[src/rtl/i2c_target_responder.sv]
// rtl/i2c_target_responder.sv - I2C target: oversampled START/STOP decode, 7-bit address match, byte write/read
module i2c_target_responder #(
    parameter logic [6:0] TARGET_ADDR = 7'h2A,
    parameter int         SYNC_STAGES = 2
) (
    input  logic       clk,
    input  logic       rst,
    input  logic       i_scl,
    input  logic       i_sda,
    output logic       o_sda_oe,
    output logic       o_busy,
    output logic       o_addr_match,
    output logic       o_rw,
    output logic [7:0] o_rx_data,
    output logic       o_rx_dv,
    output logic       o_tx_req,
    input  logic [7:0] i_tx_data,
    input  logic       i_tx_valid,
    output logic       o_err
);
    typedef enum logic [2:0] {
        IDLE, ADDR, ADDR_ACK, WR_DATA, WR_ACK, RD_DATA, RD_ACK, WAIT_STOP
    } state_t;

    state_t                 state;
    logic [SYNC_STAGES-1:0] scl_sync;
    logic [SYNC_STAGES-1:0] sda_sync;
    logic                   scl_q;
    logic                   sda_q;
    logic [7:0]             shreg;
    logic [2:0]             bit_cnt;
    logic                   load_pending;

    logic scl_s, sda_s;
    logic scl_rise, scl_fall, sda_rise, sda_fall;
    logic start_cond, stop_cond;
    logic [7:0] tx_byte;

    assign scl_s      = scl_sync[SYNC_STAGES-1];
    assign sda_s      = sda_sync[SYNC_STAGES-1];
    assign scl_rise   = scl_s & ~scl_q;
    assign scl_fall   = ~scl_s & scl_q;
    assign sda_rise   = sda_s & ~sda_q;
    assign sda_fall   = ~sda_s & sda_q;
    assign start_cond = sda_fall & scl_s & scl_q;
    assign stop_cond  = sda_rise & scl_s & scl_q;
    // An empty user side puts all-ones on the bus, which reads as an idle line.
    assign tx_byte    = i_tx_valid ? i_tx_data : 8'hFF;

    always_ff @(posedge clk) begin
        if (rst) begin
            scl_sync <= '1;
            sda_sync <= '1;
            scl_q    <= 1'b1;
            sda_q    <= 1'b1;
        end else begin
            scl_sync <= {scl_sync[SYNC_STAGES-2:0], i_scl};
            sda_sync <= {sda_sync[SYNC_STAGES-2:0], i_sda};
            scl_q    <= scl_s;
            sda_q    <= sda_s;
        end
    end

    always_ff @(posedge clk) begin
        if (rst) begin
            state        <= IDLE;
            shreg        <= 8'h00;
            bit_cnt      <= 3'd0;
            load_pending <= 1'b0;
            o_sda_oe     <= 1'b0;
            o_busy       <= 1'b0;
            o_addr_match <= 1'b0;
            o_rw         <= 1'b0;
            o_rx_data    <= 8'h00;
            o_rx_dv      <= 1'b0;
            o_tx_req     <= 1'b0;
            o_err        <= 1'b0;
        end else begin
            o_rx_dv  <= 1'b0;
            o_tx_req <= 1'b0;
            o_err    <= 1'b0;
            if (start_cond) begin
                state        <= ADDR;
                bit_cnt      <= 3'd0;
                load_pending <= 1'b0;
                o_busy       <= 1'b1;
                o_addr_match <= 1'b0;
                o_sda_oe     <= 1'b0;
            end else if (stop_cond) begin
                state        <= IDLE;
                load_pending <= 1'b0;
                o_busy       <= 1'b0;
                o_addr_match <= 1'b0;
                o_sda_oe     <= 1'b0;
            end else begin
                case (state)
                    ADDR: if (scl_rise) begin
                        shreg   <= {shreg[6:0], sda_s};
                        bit_cnt <= bit_cnt + 3'd1;
                        if (bit_cnt == 3'd7) begin
                            if (shreg[6:0] == TARGET_ADDR) begin
                                o_addr_match <= 1'b1;
                                o_rw         <= sda_s;
                                o_tx_req     <= sda_s;
                                state        <= ADDR_ACK;
                            end else begin
                                state <= WAIT_STOP;
                            end
                        end
                    end
                    // First scl_fall starts the ACK, the second ends it.
                    ADDR_ACK: if (scl_fall) begin
                        if (!o_sda_oe) begin
                            o_sda_oe <= 1'b1;
                        end else if (o_rw) begin
                            shreg    <= tx_byte;
                            o_sda_oe <= ~tx_byte[7];
                            o_err    <= ~i_tx_valid;
                            bit_cnt  <= 3'd0;
                            state    <= RD_DATA;
                        end else begin
                            o_sda_oe <= 1'b0;
                            state    <= WR_DATA;
                        end
                    end
                    WR_DATA: if (scl_rise) begin
                        shreg   <= {shreg[6:0], sda_s};
                        bit_cnt <= bit_cnt + 3'd1;
                        if (bit_cnt == 3'd7) begin
                            o_rx_data <= {shreg[6:0], sda_s};
                            o_rx_dv   <= 1'b1;
                            state     <= WR_ACK;
                        end
                    end
                    WR_ACK: if (scl_fall) begin
                        if (!o_sda_oe) begin
                            o_sda_oe <= 1'b1;
                        end else begin
                            o_sda_oe <= 1'b0;
                            state    <= WR_DATA;
                        end
                    end
                    RD_DATA: if (scl_fall) begin
                        if (load_pending) begin
                            load_pending <= 1'b0;
                            shreg        <= tx_byte;
                            o_sda_oe     <= ~tx_byte[7];
                            o_err        <= ~i_tx_valid;
                            bit_cnt      <= 3'd0;
                        end else if (bit_cnt == 3'd7) begin
                            o_sda_oe <= 1'b0;
                            bit_cnt  <= 3'd0;
                            state    <= RD_ACK;
                        end else begin
                            shreg    <= {shreg[6:0], 1'b0};
                            o_sda_oe <= ~shreg[6];
                            bit_cnt  <= bit_cnt + 3'd1;
                        end
                    end
                    RD_ACK: if (scl_rise) begin
                        if (!sda_s) begin
                            o_tx_req     <= 1'b1;
                            load_pending <= 1'b1;
                            state        <= RD_DATA;
                        end else begin
                            state <= WAIT_STOP;
                        end
                    end
                    IDLE, WAIT_STOP: ;
                    default: state <= IDLE;
                endcase
            end
        end
    end
endmodule
[config.mk]
export PLATFORM = sky130hd
export DESIGN_NAME = i2c_target_responder
export DESIGN_NICKNAME = d
export VERILOG_FILES = /design/src/rtl/i2c_target_responder.sv
export SDC_FILE = /design/constraint.sdc
export NUM_CORES = 1
export LEC_CHECK = 0
export BUFFER_PORTS_ARGS = -buffer_cell sky130_fd_sc_hd__buf_2
export CORE_ASPECT_RATIO = 1.2
export CORE_UTILIZATION = 45
export DETAILED_ROUTE_END_ITERATION = 10
export PLACE_DENSITY = 0.65
export SYNTH_ARGS = -nofsm -noshare
export SYNTH_HDL_FRONTEND = slang
export SYNTH_SLANG_ARGS = --single-unit
[constraint.sdc]
create_clock -name clk -period 1.84 [get_ports clk]
set_input_delay 0.184 -clock clk [delete_from_list [all_inputs] [get_ports clk]]
set_output_delay 0.184 -clock clk [all_outputs]
set_load 0.05 [all_outputs]
**Word level (Yosys, flattened, before mapping)**

Cells that the tools add are included.

- Bits in registers: 35
- Input bits: 13
- Output and inout port bits: 15
- Word-level logic and storage cells: 155

- $add $sub $neg: 1
- Equality and inequality tests: 36
- Multiplexer cells: 63
- Bitwise operators: 19
- Reduce and logical (&&, ||, !) cells: 19

Operators by type and width:

| cell | count |
|---|---|
| 3-bit 2-to-1 mux | 21 |
| 7-bit 2-to-1 mux | 7 |
| 4-bit != test, second input constant | 12 |
| 2-bit != test, second input constant | 14 |
| 1-bit 2-to-1 mux | 26 |
| 13-bit AND reduction | 2 |
| 7-bit case mux with 3 select lines | 1 |
| 3-bit case mux with 6 select lines | 1 |
| 3-bit == test, second input constant | 4 |
| 4-bit AND reduction | 3 |
| 1-bit NOT | 11 |
| 3-bit case mux with 3 select lines | 1 |
| 9-bit AND reduction | 1 |
| 1-bit bitwise AND | 8 |
| 8-bit 2-to-1 mux | 1 |
| 8-bit nonzero test | 1 |
| 7-bit by 6-bit == test with 1-bit output, second input constant | 1 |
| 7-bit AND reduction | 1 |
| 3-bit by 2-bit == test with 1-bit output, second input constant | 2 |
| 1-bit case mux with 2 select lines | 3 |
| 6-bit AND reduction | 1 |
| 3-bit nonzero test | 2 |
| 6-bit nonzero test | 1 |
| 5-bit AND reduction | 1 |
| other kinds (10) | 12 |

**Depth between registers and ports, before layout**

Gate-level depths: netlist of run 1.

- Word-level depth: 7
- Gate-level depth with buffers: 7
- Depth with buffers taken out: 7

**Least setup slack after synthesis of run 1**

Ideal clock, no wire load.

- Kind: flip-flop to flip-flop
- From: reg o_sda_oe
- To: reg state[2]
- Library setup time: 122 ps
- Data arrival time: 1701 ps
- Data required time: 1718 ps
- Setup slack: 17 ps
- Stages on the path, launching flop included: 7
- Buffers on the path: 1
- Period minus slack after synthesis: 1823 ps
- Cells stage by stage: dfxtp_1 -> nand3b_1 -> a21oi_1 -> or3_1 -> buf_2 -> nand2_1 -> o311a_1

- Longest elaborated chain between the ends: 2
- Elaborated cells on any way between the ends: 3
- Classes of those cells: 2 x eq/ne; 1 x reduce/logical

Ends and longest elaborated chain:

| what | line | source |
|---|---|---|
| start: declaration | 10 | `output logic o_sda_oe,` |
| start signal: assignment | 117 | `o_sda_oe <= ~tx_byte[7];` |
| start signal: assignment | 147 | `o_sda_oe <= ~tx_byte[7];` |
| start signal: assignment | 156 | `o_sda_oe <= ~shreg[6];` |
| 2-bit != test (no source line) | - |  |
| 13-bit AND reduction (no source line) * | - |  |
| end signal: assignment | 66 | `state <= IDLE;` |
| end signal: assignment | 83 | `state <= ADDR;` |
| end signal: assignment | 90 | `state <= IDLE;` |
| end: declaration | 25 | `state_t state;` |

Every way passes the cells marked *; elsewhere a longest branch is shown, timed or not.
A chain may end at the register's enable or synchronous reset.

**Final worst setup path of run 1**

- From: reg shreg[2]
- To: reg state[2]

- Longest elaborated chain between the ends: 5

Ends and longest elaborated chain:

| what | line | source |
|---|---|---|
| start: declaration | 30 | `logic [7:0] shreg;` |
| start signal: assignment | 98 | `shreg <= {shreg[6:0], sda_s};` |
| start signal: assignment | 116 | `shreg <= tx_byte;` |
| start signal: assignment | 127 | `shreg <= {shreg[6:0], sda_s};` |
| 7-bit by 6-bit == test with 1-bit output | 101 | `if (shreg[6:0] == TARGET_ADDR) begin` |
| 3-bit 2-to-1 mux | 101 |  |
| 3-bit 2-to-1 mux | 100 | `if (bit_cnt == 3'd7) begin` |
| 3-bit 2-to-1 mux | 97 | `ADDR: if (scl_rise) begin` |
| 3-bit case mux with 6 select lines | 96 | `case (state)` |
| end signal: assignment | 90 |  |
| end signal: assignment | 105 | `state <= ADDR_ACK;` |
| end signal: assignment | 107 | `state <= WAIT_STOP;` |

No other way between the ends. The select of a mux whose other input is x is not followed.

==> metrics.yaml, run 1 <==
setup_path:
  path_max_fanout: 3
  endpoint_kind: "register"
  startpoint_type: "register"
  path_delay_family: "simple AND/OR/NAND/NOR gates"
  cp_num_buf_inv: 0
  critPathKind: "reg -> reg"
  worst_ep_arrival_time_ns: 1.93
  critPathSlowestCell: "or4b_4"
  slowest_delay_ns: 0.55
  path_cells: "or4b_4, nor3_2, nor3_1, o311a_1"
  worstPathRequired_ns: 2.02
yosys:
  synth.largest_area_cell: "dfxtp_1"
  seq_area_frac_synth_pct: 37.4
  yosys_register_bits: 35
  ys_warn_count: 0
  synth_top_family_by_area: "compound AO/OA/AOI/OAI gates"
  yosys.cell_types.count: 54
  synth_compound_area_share_pct: 27.5
  synthMuxAreaShare_pct: 4.81
  yosys-top-cells-area: "dfxtp_1 (37%), a21oi_1 (4.8%), mux2i_1 (4.8%)"
  synth_fp_nets: 226
  yosysTopAreaCellShare_pct: 37.4
  synthAdderAreaFrac_pct: 1.34
  netlist_instances: 211
  synth_simple_gate_area_share_pct: 21.3
  yosysMostFrequentCell: "dfxtp_1"
  synth_xor_area_share_pct: 0.468
  ys.flop_type: "dfxtp_1"
  synth_edf_count: 0
  async_flop_share_pct: 0
  netlist_area_um2: 1870
  synth_common_cells: "dfxtp_1 (35), a21oi_1 (18), nor2_1 (17), nand2_1 (11)"
  synth_area_per_cell_um2: 8.87
sta:
  drv_slew: 0
  layout_setup_ws_ns: 0.0930
  setup_tns_ns: 0
  finalHoldViolations: 0
  post-route-min-period_ns: 1.75
  skew_ns: 0.00532
  post-route-period-util_pct: 94.9
  fmax_mhz: 572
  tightestPinTransition_ns: 0.349
  rsz0062_at_grt: "false"
  setup_viol: 0
  slew_headroom_pct: 76.1
clocking:
  cts-root-buf: "clkbuf_8"
  clock_sinks: 35
  clkTransAtPathRegs_ns: 0.08
  cts-buffers-inserted: 5
  clkLatencyLatePin_ns: 0.29
  cts.path.max_buffers: 2
  cts_tree: "built"
  h-tree-depth: 2
  postCtsHoldBufs: 0
placement:
  dp_hpwl_mm: 3.31
  gp_congestion: 0.891
  place_inst: 301
  detailedPlace.worstSlack_ns: 0.0500
  port_buffers: 27
drt:
  drt_iter0_markers: 33
  antenna_left: 0
  drc: 0
  wirelength_met1_mm: 1.96
  viasPerCell: 5.56
  highest_layer: "met4"
  drt_first_pass_iters: 4
  num_vias: 1725
  routedWlPerCell_um: 14.5
  wl_mm: 4.50
  wl_met3_um: 144
  wl_met2_mm: 2.26
cells_and_area:
  final_cells: 310
  antenna_cells: 0
  drive_gt1_share_pct: 33.2
  syn2layout_area_growth_pct: 26.4
  final_util_pct: 59.6
  nets: 270
floorplanning:
  io_pins: 28
  die_h_um: 72.7
  initial_core_util_pct: 47.1
  die_x_um: 60.9
  rows: 25
  die-area_um2: 4420
  core_um2: 3970
status:
  status: "complete, no violations"
flow_run:
  max-cap-violations: 0
power_and_ir_drop:
  power.density_nw_per_um2: 1360
  power_mw: 3.22
  power.leakage_nw: 1.00
  ir_worst_vdd_v: 0.000684
global_route:
  grt_pass1_vias: 1577
  grt_max_degree: 20
  grt_pass1_wl_mm: 7.27
  grtUsageTotal_pct: 22.3
  antenna_found_initial: 0
  overflow: 0
min_path:
  timing.hold.worst.class: "in -> reg"
[what timing repair did]
item | CTS | global route
buffers inserted | 0 | 1
endpoints found under the setup margin | 0 | 11
resized for setup | 0 | 3
endpoints found under the hold margin | 0 | 0
[registers in the layout, summed over array words and instances (netlist names)]
name          cells
sda_q             1
scl_q             1
shreg             7
sda_sync          2
o_addr_match      1
o_sda_oe          1
o_tx_req          1
bit_cnt           3
scl_sync          2
o_err             1
load_pending      1
o_rx_data         8
state             3
o_rx_dv           1
o_rw              1
o_busy            1
[logic make-up (layout without fill, tap and decap cells)]
kind of cell	Yosys count	after routing
and+or+nand+nor	69	69
buffers and inverters	27	72
xor gates and xnor gates	1	1
AOI/OAI and AO/OA	68	68
muxes	9	9
adders and majority gates	2	2
DFF	35	35
[stage by stage]
step,area [um^2],hold slack [ns]
floorplan,1870,0.288
CTS,2330,0.0658
finish,2370,0.0717
global placement,2190,0.366
detailed placement,2190,0.368
global route,2370,0.0639
[power by group]
part / switching (mW) / internal (mW)
Clock: 0.303 / 0.541
Combinational: 0.749 / 0.653
Sequential: 0.120 / 0.857
Total: 1.17 / 2.05
[path summary, 6_finish.rpt]
kind,from,end,slack [ns],cells past startpoint
worst max-delay path,shreg[2],state[2],0.09,4
worst min-delay path,i_sda,sda_sync[0],0.07,2
worst max register to register,shreg[2],state[2],0.09,4
worst min register to register,sda_sync[0],sda_sync[1],0.42,1
[layout by cell type, fill, tap and decap left out, types with 8 or more instances in the layout]
cell type,n
o21ai_0,8
dfxtp_1,34
a21oi_1,18
buf_4,23
inv_1,9
nand2_1,11
nor2_1,17
buf_2,27
a31oi_1,8
mux2i_1,9
[layer usage]
| layer | vias up | track usage (%) |
|---|---|---|
| met5 | - | 0 |
| met4 | 0 | 9.34 |
| met3 | 10 | 4.26 |
| met2 | 43 | 37.5 |
| met1 | 814 | 27.2 |
| li1 | 858 | - |
[final cells by class]
type | instances | area, um^2
Clock buffer | 5 | 68.8
Clock inverter | 3 | 67.6
Fill cell | 377 | 1610
Inverter | 11 | 41.3
Multi-Input combinational cell | 149 | 1050
Sequential cell | 35 | 702
Tap cell | 54 | 67.6
Timing Repair Buffer | 53 | 368
Power figures use the tool's default switching activity.
==> inputs of run 2 (changes only) <==
--- a/config.mk
+++ b/config.mk
@@ -9,7 +9,7 @@
 export CORE_ASPECT_RATIO = 1.2
 export CORE_UTILIZATION = 45
 export DETAILED_ROUTE_END_ITERATION = 10
-export PLACE_DENSITY = 0.65
+export PLACE_DENSITY = 0.64
 export SYNTH_ARGS = -nofsm -noshare
 export SYNTH_HDL_FRONTEND = slang
 export SYNTH_SLANG_ARGS = --single-unit
==> run 2 against run 1 <==
Clock-buffer cell count grew 1. Fmax rose by 0.96%. Combinational power down 4%. Register-to-register slack improved by 0.02 ns. Sequential power is essentially flat. Power is 9.6% lower. Clock skew fell by 0.0020 ns. Clock power shrank 33%. First-iteration DRC count up 21%. Critical path depth grew 2. Sequential cell count unchanged. Sequential share of layout area up 1.1 points. Critical path type unchanged. Highest routed layer unchanged.
==> metrics.yaml, run 2 (synthesis gave the netlist of run 1 again) <==
drt:
  viasPerCell: 5.47
  antenna_left: 0
  wl_mm: 4.44
  num_vias: 1686
  routedWlPerCell_um: 14.4
  drt_first_pass_iters: 4
  drc: 0
  drt_iter0_markers: 40
setup_path:
  setup.worst_path.start: "state[1]"
  path_cells: "buf_4, a21boi_2, a2bb2oi_2, a211oi_4, a21oi_1, a311oi_1"
  startpoint_type: "register"
  worst_ep_arrival_time_ns: 1.90
  endpoint_kind: "register"
  crit_end: "state[1]"
  path_max_fanout: 13
  critPathSlowestCell: "dfxtp_2"
  reg2reg_depth: 6
  r2r_start: "state[1]"
  r2r_slack_ns: 0.11
  critPathKind: "reg -> reg"
  slowest_delay_ns: 0.39
  r2r-end: "state[1]"
  worstPathRequired_ns: 2.01
clocking:
  clock_sinks: 35
  clkLatencyLatePin_ns: 0.28
  postCtsHoldBufs: 0
  cts_tree: "built"
  h-tree-depth: 2
  cts-root-buf: "clkbuf_8"
  clkTransAtPathRegs_ns: 0.07
  cts_setup_buffers: 0
  cts.path.max_buffers: 2
  cts-buffers-inserted: 5
min_path:
  timing.hold.worst.class: "in -> reg"
sta:
  post-route-min-period_ns: 1.73
  setup_tns_ns: 0
  fmax_mhz: 578
  post-route-period-util_pct: 94.0
  slew_headroom_pct: 74.8
  drv_slew: 0
  finalHoldViolations: 0
  rsz0062_at_grt: "false"
  tightestPinTransition_ns: 0.369
  setup_viol: 0
  skew_ns: 0.00331
placement:
  port_buffers: 27
  place_inst: 301
  gp_congestion: 0.883
  dp_hpwl_mm: 3.20
status:
  status: "complete, no violations"
cells_and_area:
  seqCellArea_um2: 704
  final_cell_mix: "dfxtp_1 (32), buf_2 (27), buf_4 (23)"
  final_common_cell: "dfxtp_1"
  syn2layout_area_growth_pct: 22.3
  fillCellCount: 384
  largest_reg_flops: 8
  final_cells: 308
  multi_input_area_um2: 1040
  largest_register: "o_rx_data"
  nets: 269
  reg_top3: "o_rx_data x8, shreg x7"
  antenna_cells: 0
  drive_gt1_share_pct: 33.9
floorplanning:
  core_um2: 3970
  die_h_um: 72.7
  io_pins: 28
  rows: 25
  initial_core_util_pct: 47.1
  die_x_um: 60.9
  die-area_um2: 4420
power_and_ir_drop:
  power.leakage_nw: 0.968
  power.density_nw_per_um2: 1270
  ir_worst_vdd_v: 0.000794
global_route:
  grt_pass1_wl_mm: 7.43
  grtUsageTotal_pct: 22.4
  antenna_found_initial: 0
  overflow: 0
  grt_max_degree: 16
  grt_pass1_vias: 1557
flow_run:
  max-cap-violations: 0
## run 2: cell types whose count changed in the layout (fill, tap and decap cells not counted), sizes merged
cell | before | now
clkinvlp | 1 | 0
clkinv | 1 | 2
clkbuf | 5 | 6
bufinv | 2 | 0
buf | 53 | 52
## run 2: worst max-delay path: cells and delay by family (launching register included)
kind,cells,cell delay [ns]
buf+inv,1,0.17
flops,1,0.39
compound gates,5,1.06
## run 2: cell type report
cell class	count	share of cell area (%)
Tap cell	54	2.95
Inverter	11	1.80
Clock inverter	1	0.219
Clock buffer	6	3.61
Timing Repair Buffer	52	15.2
Multi-Input combinational cell	149	45.5
Sequential cell	35	30.8
## run 2: metrics by stage
stage	area (um^2)	hold slack, ns	worst slack (ns)	power (mW)	utilization [%]
after floorplan	1870	0.288	0.0170	1.93	-
after global placement	2190	0.365	0.0941	2.31	55.2
after detailed placement	2190	0.371	0.0599	2.32	55.2
after CTS	2280	0.0708	0.0413	2.91	57.4
after global routing	2290	0.0674	0.0377	3.09	57.6
final	2290	0.0778	0.110	2.91	57.6
## run 2: how the worst min path moves through the flow
stage	cells after the start	start	to	slack, ns
detailed placement	2	i_sda	sda_sync[0]	0.37
CTS	2	i_scl	scl_sync[0]	0.07
global route	2	i_sda	sda_sync[0]	0.07
global placement	2	i_scl	scl_sync[0]	0.37
floorplan	1	i_scl	scl_sync[0]	0.29
finish	2	i_scl	scl_sync[0]	0.08
## run 2: routing by layer
| layer | share of wire (%) | up-vias | GRT usage, % |
|---|---|---|---|
| met5 | 0 | - | 0 |
| met4 | 1.7 | 0 | 7.83 |
| met3 | 2.7 | 8 | 4.26 |
| met2 | 50 | 43 | 35.9 |
| met1 | 46 | 783 | 29.9 |
| li1 | - | 852 | - |
## run 2: power by group
part           switching (mW)  internal (mW)
sequential              0.140          0.863
combinational           0.725          0.618
clock                   0.272          0.294
## run 2: timing repair
action	in CTS	in global routing
hold endpoints to repair	0	0
endpoints found under the setup margin	0	14
gates resized for setup	0	5
